===== src/rtl/stage_id_ctrl_pkg.sv =====
// Shared opcode constants, debug state type and operand-usage helpers for the ID stage.
package core_pkg;

  localparam logic [4:0] OPCODE_LOAD   = 5'b00000;
  localparam logic [4:0] OPCODE_STORE  = 5'b01000;
  localparam logic [4:0] OPCODE_BRANCH = 5'b11000;
  localparam logic [4:0] OPCODE_OP     = 5'b01100;
  localparam logic [4:0] OPCODE_LUI    = 5'b01101;
  localparam logic [4:0] OPCODE_AUIPC  = 5'b00101;
  localparam logic [4:0] OPCODE_JAL    = 5'b11011;
  localparam logic [4:0] OPCODE_SYSTEM = 5'b11100;

  typedef enum logic [1:0] {
    DBG_RUN    = 2'd0,
    DBG_DRAIN  = 2'd1,
    DBG_HALTED = 2'd2
  } dbg_state_e;

  // CSR-immediate SYSTEM forms (funct3 msb set) carry a uimm in the rs1 field.
  function automatic logic op_uses_rs1(input logic [4:0] op5, input logic f3_msb);
    return !(op5 == OPCODE_LUI || op5 == OPCODE_AUIPC || op5 == OPCODE_JAL ||
             (op5 == OPCODE_SYSTEM && f3_msb));
  endfunction

  function automatic logic op_uses_rs2(input logic [4:0] op5);
    return op5 == OPCODE_BRANCH || op5 == OPCODE_STORE || op5 == OPCODE_OP;
  endfunction

endpackage


===== src/rtl/stage_id_ctrl_if.sv =====
// IF->ID and ID->EX handshake bundle; master is the ID stage, slave is its environment.
interface stage_id_ctrl_if #(
  parameter int unsigned XLEN = 32
) ();

  logic            if_vld;
  logic            if_rdy;
  logic [XLEN-1:0] if_pc;
  logic [31:0]     if_ir;
  logic            if_c;
  logic            if_e;

  logic            id_vld;
  logic            id_rdy;
  logic [XLEN-1:0] id_pc;
  logic [31:0]     id_ir;
  logic            id_c;
  logic            id_e;

  modport master (
    input  if_vld, if_pc, if_ir, if_c, if_e, id_rdy,
    output if_rdy, id_vld, id_pc, id_ir, id_c, id_e
  );

  modport slave (
    output if_vld, if_pc, if_ir, if_c, if_e, id_rdy,
    input  if_rdy, id_vld, id_pc, id_ir, id_c, id_e
  );

endinterface


===== src/rtl/stage_id_ctrl_ld_scoreboard.sv =====
// FIFO of outstanding load destinations; lookups ignore the head entry while it retires.
module ld_scoreboard #(
  parameter int unsigned NOUT = 2,
  parameter int unsigned RIW  = 4
) (
  input  logic                       clk,
  input  logic                       rstn,
  input  logic                       push,
  input  logic [RIW-1:0]             push_idx,
  input  logic                       pop,
  input  logic [RIW-1:0]             q_idx1,
  input  logic [RIW-1:0]             q_idx2,
  output logic                       hit1,
  output logic                       hit2,
  output logic                       full,
  output logic [$clog2(NOUT+1)-1:0]  cnt,
  output logic                       err
);

  localparam int unsigned PW = (NOUT > 1) ? $clog2(NOUT) : 1;
  localparam int unsigned CW = $clog2(NOUT + 1);

  logic [RIW-1:0] idx_q [NOUT];
  logic [NOUT-1:0] vld_q;
  logic [PW-1:0]   head_q;
  logic [PW-1:0]   tail_q;
  logic [CW-1:0]   cnt_q;
  logic            err_q;
  logic            pop_ok;
  logic            push_ok;

  function automatic logic [PW-1:0] wrap_inc(input logic [PW-1:0] p);
    return (p == PW'(NOUT - 1)) ? '0 : p + PW'(1);
  endfunction

  assign pop_ok  = pop & (cnt_q != '0);
  assign full    = (cnt_q == CW'(NOUT));
  assign push_ok = push & (~full | pop_ok);
  assign cnt     = cnt_q;
  assign err     = err_q;

  always_comb begin
    hit1 = 1'b0;
    hit2 = 1'b0;
    for (int unsigned i = 0; i < NOUT; i++) begin
      if (vld_q[i] && !(pop_ok && head_q == PW'(i))) begin
        if (idx_q[i] == q_idx1) hit1 = 1'b1;
        if (idx_q[i] == q_idx2) hit2 = 1'b1;
      end
    end
  end

  always_ff @(posedge clk) begin
    if (!rstn) begin
      vld_q  <= '0;
      head_q <= '0;
      tail_q <= '0;
      cnt_q  <= '0;
      err_q  <= 1'b0;
      for (int unsigned i = 0; i < NOUT; i++) idx_q[i] <= '0;
    end else begin
      if (pop && !pop_ok) err_q <= 1'b1;
      if (pop_ok) begin
        vld_q[head_q] <= 1'b0;
        head_q        <= wrap_inc(head_q);
      end
      // On full push+pop head==tail; the push write below wins the valid bit.
      if (push_ok) begin
        vld_q[tail_q] <= 1'b1;
        idx_q[tail_q] <= push_idx;
        tail_q        <= wrap_inc(tail_q);
      end
      if (push_ok && !pop_ok)      cnt_q <= cnt_q + CW'(1);
      else if (pop_ok && !push_ok) cnt_q <= cnt_q - CW'(1);
    end
  end

endmodule


===== src/rtl/stage_id_ctrl.sv =====
// ID pipeline register with load-use interlock, jump flush and debug-halt drain control.
module stage_id_ctrl
  import core_pkg::*;
#(
  parameter int unsigned XLEN = 32,
  parameter int unsigned NREG = 16,
  parameter int unsigned NOUT = 2
) (
  input  logic                      clk,
  input  logic                      rstn,
  stage_id_ctrl_if.master           pipe,
  input  logic                      flush,
  input  logic                      dbusif_done,
  input  logic                      dbusif_err,
  input  logic                      dm_haltreq,
  input  logic                      dm_resumereq,
  output logic                      halted,
  output logic [$clog2(NOUT+1)-1:0] sb_cnt,
  output logic                      sb_err
);

  localparam int unsigned RIW = $clog2(NREG);

  logic            id_vld_q;
  logic [XLEN-1:0] id_pc_q;
  logic [31:0]     id_ir_q;
  logic            id_c_q;
  logic            id_e_q;

  dbg_state_e state_q, state_d;

  logic [4:0]     op5;
  logic [RIW-1:0] rs1, rs2, rd;
  logic           uses_rs1, uses_rs2, is_load;
  logic           hit1, hit2, sb_full;
  logic           hazard, id_vld, fire_id, if_rdy, if_load;

  assign op5 = id_ir_q[6:2];
  assign rs1 = id_ir_q[15 +: RIW];
  assign rs2 = id_ir_q[20 +: RIW];
  assign rd  = id_ir_q[7 +: RIW];

  assign uses_rs1 = op_uses_rs1(op5, id_ir_q[14]);
  assign uses_rs2 = op_uses_rs2(op5);
  assign is_load  = (op5 == OPCODE_LOAD) && (rd != '0);

  ld_scoreboard #(
    .NOUT (NOUT),
    .RIW  (RIW)
  ) u_sb (
    .clk      (clk),
    .rstn     (rstn),
    .push     (fire_id & is_load),
    .push_idx (rd),
    .pop      (dbusif_done | dbusif_err),
    .q_idx1   (rs1),
    .q_idx2   (rs2),
    .hit1     (hit1),
    .hit2     (hit2),
    .full     (sb_full),
    .cnt      (sb_cnt),
    .err      (sb_err)
  );

  assign hazard = id_vld_q & ((uses_rs1 & (rs1 != '0) & hit1) |
                              (uses_rs2 & (rs2 != '0) & hit2) |
                              (is_load & sb_full));
  assign id_vld  = id_vld_q & ~hazard & ~flush;
  assign fire_id = id_vld & pipe.id_rdy;
  assign if_rdy  = ~flush & (state_q == DBG_RUN) & (~id_vld_q | fire_id);
  assign if_load = pipe.if_vld & if_rdy;

  assign pipe.if_rdy = if_rdy;
  assign pipe.id_vld = id_vld;
  assign pipe.id_pc  = id_pc_q;
  assign pipe.id_ir  = id_ir_q;
  assign pipe.id_c   = id_c_q;
  assign pipe.id_e   = id_e_q;

  always_ff @(posedge clk) begin
    if (!rstn) begin
      id_vld_q <= 1'b0;
      id_pc_q  <= '0;
      id_ir_q  <= '0;
      id_c_q   <= 1'b0;
      id_e_q   <= 1'b0;
    end else begin
      if (flush) begin
        id_vld_q <= 1'b0;
      end else if (if_load) begin
        id_vld_q <= 1'b1;
        id_pc_q  <= pipe.if_pc;
        id_ir_q  <= pipe.if_ir;
        id_c_q   <= pipe.if_c;
        id_e_q   <= pipe.if_e;
      end else if (fire_id) begin
        id_vld_q <= 1'b0;
      end
    end
  end

  always_ff @(posedge clk) begin
    if (!rstn) state_q <= DBG_RUN;
    else       state_q <= state_d;
  end

  always_comb begin
    state_d = state_q;
    halted  = (state_q == DBG_HALTED);
    unique case (state_q)
      DBG_RUN:    if (dm_haltreq) state_d = DBG_DRAIN;
      DBG_DRAIN:  if (!id_vld_q && sb_cnt == '0) state_d = DBG_HALTED;
      DBG_HALTED: if (dm_resumereq) state_d = DBG_RUN;
      default:    state_d = DBG_RUN;
    endcase
  end

endmodule


===== src/flat_wrapper.sv =====
// flat-port wrapper written by rule: the top's interface ports become plain ports
module stage_id_ctrl_flat import core_pkg::*;
#(
  parameter int unsigned XLEN = 32,
  parameter int unsigned NREG = 16,
  parameter int unsigned NOUT = 2
)
  (clk, rstn, flush, dbusif_done, dbusif_err, dm_haltreq, dm_resumereq, halted, sb_cnt, sb_err, pipe_if_vld, pipe_if_pc, pipe_if_ir, pipe_if_c, pipe_if_e, pipe_id_rdy, pipe_if_rdy, pipe_id_vld, pipe_id_pc, pipe_id_ir, pipe_id_c, pipe_id_e);
  stage_id_ctrl_if #(.XLEN(XLEN)) pipe_i ();
  input  logic clk;
  input  logic rstn;
  input  logic flush;
  input  logic dbusif_done;
  input  logic dbusif_err;
  input  logic dm_haltreq;
  input  logic dm_resumereq;
  output logic halted;
  output logic [$clog2(NOUT+1)-1:0] sb_cnt;
  output logic sb_err;
  input wire logic [$bits(pipe_i.if_vld)-1:0] pipe_if_vld;
  input wire logic [$bits(pipe_i.if_pc)-1:0] pipe_if_pc;
  input wire logic [$bits(pipe_i.if_ir)-1:0] pipe_if_ir;
  input wire logic [$bits(pipe_i.if_c)-1:0] pipe_if_c;
  input wire logic [$bits(pipe_i.if_e)-1:0] pipe_if_e;
  input wire logic [$bits(pipe_i.id_rdy)-1:0] pipe_id_rdy;
  output wire logic [$bits(pipe_i.if_rdy)-1:0] pipe_if_rdy;
  output wire logic [$bits(pipe_i.id_vld)-1:0] pipe_id_vld;
  output wire logic [$bits(pipe_i.id_pc)-1:0] pipe_id_pc;
  output wire logic [$bits(pipe_i.id_ir)-1:0] pipe_id_ir;
  output wire logic [$bits(pipe_i.id_c)-1:0] pipe_id_c;
  output wire logic [$bits(pipe_i.id_e)-1:0] pipe_id_e;
  assign pipe_i.if_vld = pipe_if_vld;
  assign pipe_i.if_pc = pipe_if_pc;
  assign pipe_i.if_ir = pipe_if_ir;
  assign pipe_i.if_c = pipe_if_c;
  assign pipe_i.if_e = pipe_if_e;
  assign pipe_i.id_rdy = pipe_id_rdy;
  assign pipe_if_rdy = pipe_i.if_rdy;
  assign pipe_id_vld = pipe_i.id_vld;
  assign pipe_id_pc = pipe_i.id_pc;
  assign pipe_id_ir = pipe_i.id_ir;
  assign pipe_id_c = pipe_i.id_c;
  assign pipe_id_e = pipe_i.id_e;
  stage_id_ctrl #(.XLEN(XLEN), .NREG(NREG), .NOUT(NOUT)) u_core (.clk(clk), .rstn(rstn), .pipe(pipe_i), .flush(flush), .dbusif_done(dbusif_done), .dbusif_err(dbusif_err), .dm_haltreq(dm_haltreq), .dm_resumereq(dm_resumereq), .halted(halted), .sb_cnt(sb_cnt), .sb_err(sb_err));
endmodule

===== config.mk =====
export PLATFORM = sky130hd
export DESIGN_NAME = stage_id_ctrl_flat
export DESIGN_NICKNAME = d
export VERILOG_FILES = /design/src/rtl/stage_id_ctrl_pkg.sv /design/src/rtl/stage_id_ctrl_if.sv /design/src/rtl/stage_id_ctrl_ld_scoreboard.sv /design/src/rtl/stage_id_ctrl.sv /design/src/flat_wrapper.sv
export SDC_FILE = /design/constraint.sdc
export NUM_CORES = 1
export LEC_CHECK = 0
export BUFFER_PORTS_ARGS = -buffer_cell sky130_fd_sc_hd__buf_2
export CAP_MARGIN = 20
export CORE_MARGIN = 4
export CORE_UTILIZATION = 45
export CTS_CLUSTER_DIAMETER = 30
export DETAILED_ROUTE_END_ITERATION = 6
export GPL_ROUTABILITY_DRIVEN = 1
export GPL_TIMING_DRIVEN = 1
export HOLD_SLACK_MARGIN = 0.02
export PLACE_DENSITY = 0.84
export SLEW_MARGIN = 40
export SYNTH_ARGS = -nofsm -noshare
export SYNTH_HDL_FRONTEND = slang
export SYNTH_HIERARCHICAL = 1
export SYNTH_SLANG_ARGS = --single-unit

===== constraint.sdc =====
create_clock -name clk -period 2.96 [get_ports clk]
set_input_delay 0.444 -clock clk [delete_from_list [all_inputs] [get_ports clk]]
set_output_delay 0.444 -clock clk [all_outputs]
set_load 0.02 [all_outputs]

# [Word-level counts from Yosys, hierarchy flattened]
# Memory sizes are Yosys's and may differ from the RTL's.
# Cells that the tools add are included.
[op_classes] order_cmp=4 n_reduce_logical=36 add_sub_neg=4 eq_ne=17 bitwise=29 n_mux=32
[ops] op="two-way mux 1 bit" n=20
[ops] op="equality test 4 bit" n=4
[ops] op="two-way mux 2 bit" n=8
[ops] op="bitwise AND 1 bit" n=15
[ops] op="equality test 5 x 4 -> 1 bit, second input constant" n=3
[ops] op="equality test 5 bit, second input constant" n=3
[ops] op="logical AND 1 bit" n=12
[ops] op="nonzero test 4 bit" n=3
[ops] op="logical NOT 1 bit" n=6
[ops] op="inverter 1 bit" n=6
[ops] op="one-hot mux 2 bit (3 select lines)" n=1
[ops] op="nonzero test 2 bit" n=3
[ops] op="equality test 5 x 3 -> 1 bit, second input constant" n=1
[ops] op="logical NOT 5 bit" n=1
[ops] op="logical OR 1 bit" n=5
[ops] op="bitwise OR 1 bit" n=5
[ops] op="equality test 2 bit, second input constant" n=2
[ops] op="logical NOT 2 bit" n=2
[ops] op="< comparator 1 x 2 -> 1 bit, second input constant" n=2
[ops] op="two-way mux 4 bit" n=1
[ops] op="inequality test 2 bit, second input constant" n=2
[ops] op="OR reduction 4 bit" n=1
[ops] op="AND reduction 3 bit" n=1
[ops] op="adder 1 bit, second input constant" n=2
[ops] op="11 further kinds" n=13
[totals] mem_count=1 wordCells=134 output_inout_bits=72 ram_bits=8 reg_bits=76 input_bits=75
[mem_list] name="u_core.u_sb.idx_q" words=2 width=4 rd=2 rd_ports_with_merged_regs=0 wr=2 line_no="stage_id_ctrl_ld_scoreboard.sv:23" text="logic [RIW-1:0] idx_q [NOUT];"

# [Depth between registers and ports, before layout]
[depth] word_depth=23 depth_mapped=16 ltp_nobuf=14

# [Cells and area by module]
# The synthesis kept the hierarchy.
[by_module_without_submodules] module="stage_id_ctrl" cells_each=352 area_each_um2=3190.6 seq_area_each_um2=1381.3 n_inst=1
[by_module_without_submodules] module="ld_scoreboard" cells_each=78 area_each_um2=798.3 seq_area_each_um2=380.4 n_inst=1

# [Least setup slack after synthesis]
# No wires, ideal clock.
[synth_path] kind="register to register" start="register u_core.u_sb.cnt_q[0], in the netlist u_core/u_sb/cnt[0]" end="register u_core.u_sb.cnt_q[1], in the netlist u_core/u_sb/cnt[1]" synth_period_minus_slack_ns=3.247 setup_slack_ns=-0.287 required_time_ns=2.890 setup_time_ns=0.070 t_arrival_ns=3.177 stages_incl_launch_ff=15 path_cell_list="dfxtp_1 o21ai_1 o21ai_0 o22ai_1 a21boi_0 a311oi_4 o2111ai_2 buf_2 buf_6 nor2_1 nand2b_1 inv_1 ha_1 or3_1 a21oi_1"
[synth_via] elab_chain_cells=21 elab_cells_between_ends=38 cone_classes="add/sub: 2; eq/ne: 1; mux: 8; bitwise: 15; reduce/logical: 12"
[synth_rtl] element="start: declaration" line_no="stage_id_ctrl_ld_scoreboard.sv:27" text="logic [CW-1:0] cnt_q;"
[synth_rtl] element="start signal: assignment" line_no="stage_id_ctrl_ld_scoreboard.sv:73" text="if (push_ok && !pop_ok) cnt_q <= cnt_q + CW'(1);"
[synth_rtl] element="start signal: assignment" line_no="stage_id_ctrl_ld_scoreboard.sv:74" text="else if (pop_ok && !push_ok) cnt_q <= cnt_q - CW'(1);"
[synth_rtl] element="nonzero test 2 bit *" line_no="stage_id_ctrl_ld_scoreboard.sv:36" text="assign pop_ok = pop & (cnt_q != '0);"
[synth_rtl] element="bitwise AND 1 bit *" line_no="stage_id_ctrl_ld_scoreboard.sv:36"
[synth_rtl] element="logical AND 1 bit" line_no="stage_id_ctrl_ld_scoreboard.sv:46" text="if (vld_q[i] && !(pop_ok && head_q == PW'(i))) begin"
[synth_rtl] element="logical NOT 1 bit" line_no="stage_id_ctrl_ld_scoreboard.sv:46"
[synth_rtl] element="logical AND 1 bit" line_no="stage_id_ctrl_ld_scoreboard.sv:46"
[synth_rtl] element="two-way mux 1 bit" line_no="stage_id_ctrl_ld_scoreboard.sv:46"
[synth_rtl] element="two-way mux 1 bit" line_no="stage_id_ctrl_ld_scoreboard.sv:48" text="if (idx_q[i] == q_idx2) hit2 = 1'b1;"
[synth_rtl] element="two-way mux 1 bit *" line_no="stage_id_ctrl_ld_scoreboard.sv:46"
[synth_rtl] element="named net u_core.hit2" line_no="stage_id_ctrl.sv:35" text="logic hit1, hit2, sb_full;"
[synth_rtl] element="(+4 left out)"
[synth_rtl] element="inverter 1 bit *" line_no="stage_id_ctrl.sv:68" text="assign id_vld = id_vld_q & ~hazard & ~flush;"
[synth_rtl] element="bitwise AND 1 bit * (2 in a row)" line_no="stage_id_ctrl.sv:68"
[synth_rtl] element="bitwise AND 1 bit *" line_no="stage_id_ctrl.sv:69" text="assign fire_id = id_vld & pipe.id_rdy;"
[synth_rtl] element="bitwise AND 1 bit *" line_no="stage_id_ctrl.sv:53" text=".push (fire_id & is_load),"
[synth_rtl] element="bitwise AND 1 bit *" line_no="stage_id_ctrl_ld_scoreboard.sv:38" text="assign push_ok = push & (~full | pop_ok);"
[synth_rtl] element="logical NOT 1 bit" line_no="stage_id_ctrl_ld_scoreboard.sv:74"
[synth_rtl] element="logical AND 1 bit" line_no="stage_id_ctrl_ld_scoreboard.sv:74"
[synth_rtl] element="nonzero test 2 bit (no source line)"
# Mark *: on every way through the listed nets, which the timed path passes. The rest lies on a longest branch. The select of a mux whose other input is x is not followed.
# A chain may end at the register's enable or synchronous reset.

# [Worst setup path after layout]
[layout_path] start="register u_core.id_ir_q[17], in the netlist u_core/pipe.id_ir[17]" end="register u_core.u_sb.cnt_q[1], in the netlist u_core/u_sb/cnt[1]"
[layout_via] elab_chain_cells=18 elab_cells_between_ends=23 cone_classes="eq/ne: 2; mux: 5; bitwise: 11; reduce/logical: 5"
[layout_rtl] element="start: declaration" line_no="stage_id_ctrl.sv:26" text="logic [31:0] id_ir_q;"
[layout_rtl] element="start signal: assignment" line_no="stage_id_ctrl.sv:93" text="id_ir_q <= pipe.if_ir;"
[layout_rtl] element="equality test 4 bit" line_no="stage_id_ctrl_ld_scoreboard.sv:47" text="if (idx_q[i] == q_idx1) hit1 = 1'b1;"
[layout_rtl] element="two-way mux 1 bit" line_no="stage_id_ctrl_ld_scoreboard.sv:47"
[layout_rtl] element="two-way mux 1 bit" line_no="stage_id_ctrl_ld_scoreboard.sv:46"
[layout_rtl] element="two-way mux 1 bit" line_no="stage_id_ctrl_ld_scoreboard.sv:47"
[layout_rtl] element="two-way mux 1 bit *" line_no="stage_id_ctrl_ld_scoreboard.sv:46"
[layout_rtl] element="named net u_core.hit1" line_no="stage_id_ctrl.sv:35"
[layout_rtl] element="bitwise AND 1 bit *" line_no="stage_id_ctrl.sv:65" text="assign hazard = id_vld_q & ((uses_rs1 & (rs1 != '0) & hit1) |"
[layout_rtl] element="bitwise OR 1 bit *" line_no="stage_id_ctrl.sv:65"
[layout_rtl] element="(+2 left out)"
[layout_rtl] element="inverter 1 bit *" line_no="stage_id_ctrl.sv:68"
[layout_rtl] element="bitwise AND 1 bit * (2 in a row)" line_no="stage_id_ctrl.sv:68"
[layout_rtl] element="bitwise AND 1 bit *" line_no="stage_id_ctrl.sv:69"
[layout_rtl] element="bitwise AND 1 bit *" line_no="stage_id_ctrl.sv:53"
[layout_rtl] element="bitwise AND 1 bit *" line_no="stage_id_ctrl_ld_scoreboard.sv:38"
[layout_rtl] element="logical NOT 1 bit" line_no="stage_id_ctrl_ld_scoreboard.sv:74"
[layout_rtl] element="logical AND 1 bit" line_no="stage_id_ctrl_ld_scoreboard.sv:74"
[layout_rtl] element="nonzero test 2 bit (no source line)"
# Mark *: on every way through the listed nets, which the timed path passes. The rest lies on a longest branch.

==> reports/metrics.csv <==
stage;metric;value;unit
outcome;outcome;finished, final reports clean;
grt;grt_pass1_vias;3895;
place;globalplace.congestion;0.804;
final_layout;instances_no_fill;666;
synth;synth_xor_xnor_area_share;4.17;%
synth;synthAdderAreaFrac;0.314;%
critical_path;cp.required;3230;ps
routing;wirelength;12.1;mm
grt;grt-ovfl-total;0;
critical_path;r2r_end;u_core/u_sb/cnt[1];
sta;setup_tns;0;ps
clock_network;cts_hold_buffers;0;
synth;synth_top_family_by_area;compound AO/OA/AOI/OAI gates;
worst_hold_path;min-delay-start;flush;
power_and_ir_drop;power.static_leakage;1.93;nW
floorplanning;fp.dieW;102;um
critical_path;r2r_cells;13;
power_and_ir_drop;p_total;2.99;mW
place;place_area;4800;sq um
final_layout;final_cell_mix;buf_2 (146), o211ai_1 (132), dfxtp_1 (74);
synth;avgSynthCellArea;9.28;sq um
synth;async_reset_ff_share;0;%
synth;ys_ff_latch;84;
power_and_ir_drop;combPwrFrac;25.9;%
synth;synth_warnings;6;
floorplanning;num_rows;34;
clock_network;clockBufferDepth;2;
grt;grt_pass1_wl;19.2;mm
critical_path;setup.worst_path.start;u_core/pipe.id_ir[17];
routing;num_vias;4019;
synth;syn_area;3990;sq um
critical_path;r2r_slack;130;ps
synth;synth_cells;430;
floorplanning;io_pins;147;
final_layout;syn_to_final_growth;25.9;%
synth;synthMuxAreaShare;0.251;%
power_and_ir_drop;sw_frac_of_total;33.2;%
clock_network;cts.sinks;84;
final_layout;nets;629;
synth;post-synth-top-area-fraction;38.1;%
critical_path;worst_setup_path_end_kind;register;
clock_network;cts-root-buf;clkbuf_8;
routing;wl_per_cell;18.2;um
sta;worst_slack;130;ps
sta;hold_slack;349;ps
critical_path;crit_arrival;3100;ps
sta;relSlewSlack;52.4;%
sta;max_freq;353;MHz
critical_path;worstSetupEndpoint;u_core/u_sb/cnt[1];
critical_path;critPathKind;register to register;
floorplanning;die_area;10400;sq um
final_layout;fin_area;5020;sq um
final_layout;utilization;57.9;%
job;timing.max_cap.violations;0;
critical_path;start_kind;register;
sta;setup_viol;0;
power_and_ir_drop;power_frac_seq;45.9;%
sta;finalClockSkew;10.1;ps
power_and_ir_drop;powerDensity;596;nW/um^2
routing;firstDrtPassIters;4;
power_and_ir_drop;clock_power_share;28.2;%
clock_network;cts_buffers;9;
floorplanning;core;8680;sq um
place;numPlacedInstances;649;
synth;synthSimpleGateAreaFrac;7.06;%
sta;min_period;2830;ps
routing;routed_via_density;6.03;
clock_network;htreeDepth;3;
place;io_buffers;146;
final_layout;drive_gt1_share;35.0;%
grt;grt_max_degree;68;
grt;antenna_found_initial;1;
floorplanning;initial_utilization;46.0;%
sta;slew_violations;0;
clock_network;insertion_delay;340;ps
critical_path;cp_max_fo;5;
power_and_ir_drop;vdd_drop_max;289;uV
final_layout;final_common_cell;buf_2;
synth;yosysUniqueCellTypes;44;
routing;drtAntennaViolNets;0;
sta;hold_viol;0;
synth;syn_nets;506;
synth;synth_compound_area_share;37.5;%
grt;grt_usage;23.0;%
final_layout;fillCellCount;798;
floorplanning;die-height;102;um
clock_network;clk_pin_slew;80;ps
clock_network;tritoncts;done;
synth;synthFlopType;dfxtp_1;
sta;rsz0062_at_grt;no;
synth;synth_edf_count;8;
synth;yosys.area.top_type;dfxtp_1;
synth;seq_area_frac_synth;44.2;%
synth;synthTopCellsByArea;dfxtp_1 (38%), o211ai_1 (25%), a21oi_1 (8.9%), edfxtp_1 (6.0%), xnor2_1 (3.7%);
critical_path;timing.rr.start;u_core/pipe.id_ir[17];
power_and_ir_drop;p_switching;0.992;mW
routing;drc;0;
place;preCtsSetupSlack;-67.9;ps
routing;drt-initial-drc-count;166;
power_and_ir_drop;intPower;2.00;mW
place;hpwl;8.09;mm
worst_hold_path;min_path_type;primary input to register;
sta;fin_crit_sh;95.6;%
sta;worstMarginPinSlew;713;ps
worst max-delay path, cell delays in order, from the launching register on:
cell	delay, ps
dfxtp_1	490
xnor2_1	160
nand4_1	140
o22ai_1	220
o41ai_1	150
a41o_1	290
o2111ai_4	230
nor2_1	90
nand2b_1	130
inv_1	100
ha_4	160
xor2_1	150
or3_1	320
a21oi_1	140
cells by family (layout without fill, tap and decap cells):
group / count (synthesis) / in the layout
buffers and inverters: 57 / 184
xor gates and xnor gates: 19 / 19
AOI/OAI and AO/OA: 221 / 221
adders and majority gates: 1 / 1
other: 0 / 1
DFF: 84 / 84
muxes: 1 / 1
and+or+nand+nor: 47 / 47
worst min path at each step:
stage	endpoint	slack [ps]	cells after the start
finish	u_core/id_vld_q	350	2
floorplan	u_core/state_q[0]	460	1
CTS	u_core/id_vld_q	330	2
global placement	u_core/u_sb/err	460	2
global route	u_core/id_vld_q	330	2
detailed placement	u_core/u_sb/err	470	2
synthesized netlist by cell type (5+ instances only):
cell type    n
xnor2_1     17
and2_1       9
o21ai_0      5
a21oi_1     71
clkbuf_1    37
nor2_1       8
o211ai_1   132
edfxtp_1     8
dfxtp_1     76
nand4_1      5
buf_6        5
inv_1        6
routing by layer:
layer	share of wire, %	vias up	GRT usage (%)
met5	0	-	0
met1	39	1947	29.3
met4	1.4	0	7.47
met2	51	150	38.0
met3	8.4	17	6.01
li1	-	1905	-
final cells by class:
class | instances | area, sq um | share of cell area, %
clock buffer | 12 | 156 | 3.11
timing repair buffer | 162 | 863 | 17.2
antenna | 1 | 2.50 | 0.0498
multi-input combinational | 289 | 2020 | 40.3
tap | 108 | 135 | 2.69
inverter | 7 | 26.3 | 0.523
sequential | 84 | 1770 | 35.2
clock inverter | 3 | 43.8 | 0.872
power groups by stage:
stage	clock (mW)	combinational, mW	sequential [mW]
global placement	0	0.749	1.38
floorplan	0	0.420	1.48
global route	0.903	0.842	1.39
detailed placement	0	0.774	1.39
CTS	0.863	0.776	1.37
finish	0.845	0.775	1.37
flip-flops by register name, summed over array words and instances (netlist names):
name,flops
u_core/pipe.id_c,1
u_core/state_q,2
u_core/id_vld_q,1
u_core/pipe.id_e,1
u_core/u_sb/vld_q,2
u_core/pipe.id_pc,32
u_core/u_sb/head_q,1
u_core/u_sb/tail_q,1
u_core/u_sb/cnt,2
u_core/u_sb/idx_q,8
u_core/pipe.id_ir,32
u_core/u_sb/err,1
repair_timing:
action,4_1_cts,5_1_grt
gates resized for setup,0,3
buffers inserted,0,1
setup endpoints to repair,0,6
endpoints found under the hold margin,0,0
No activity file was read; power rests on OpenSTA's default activity.
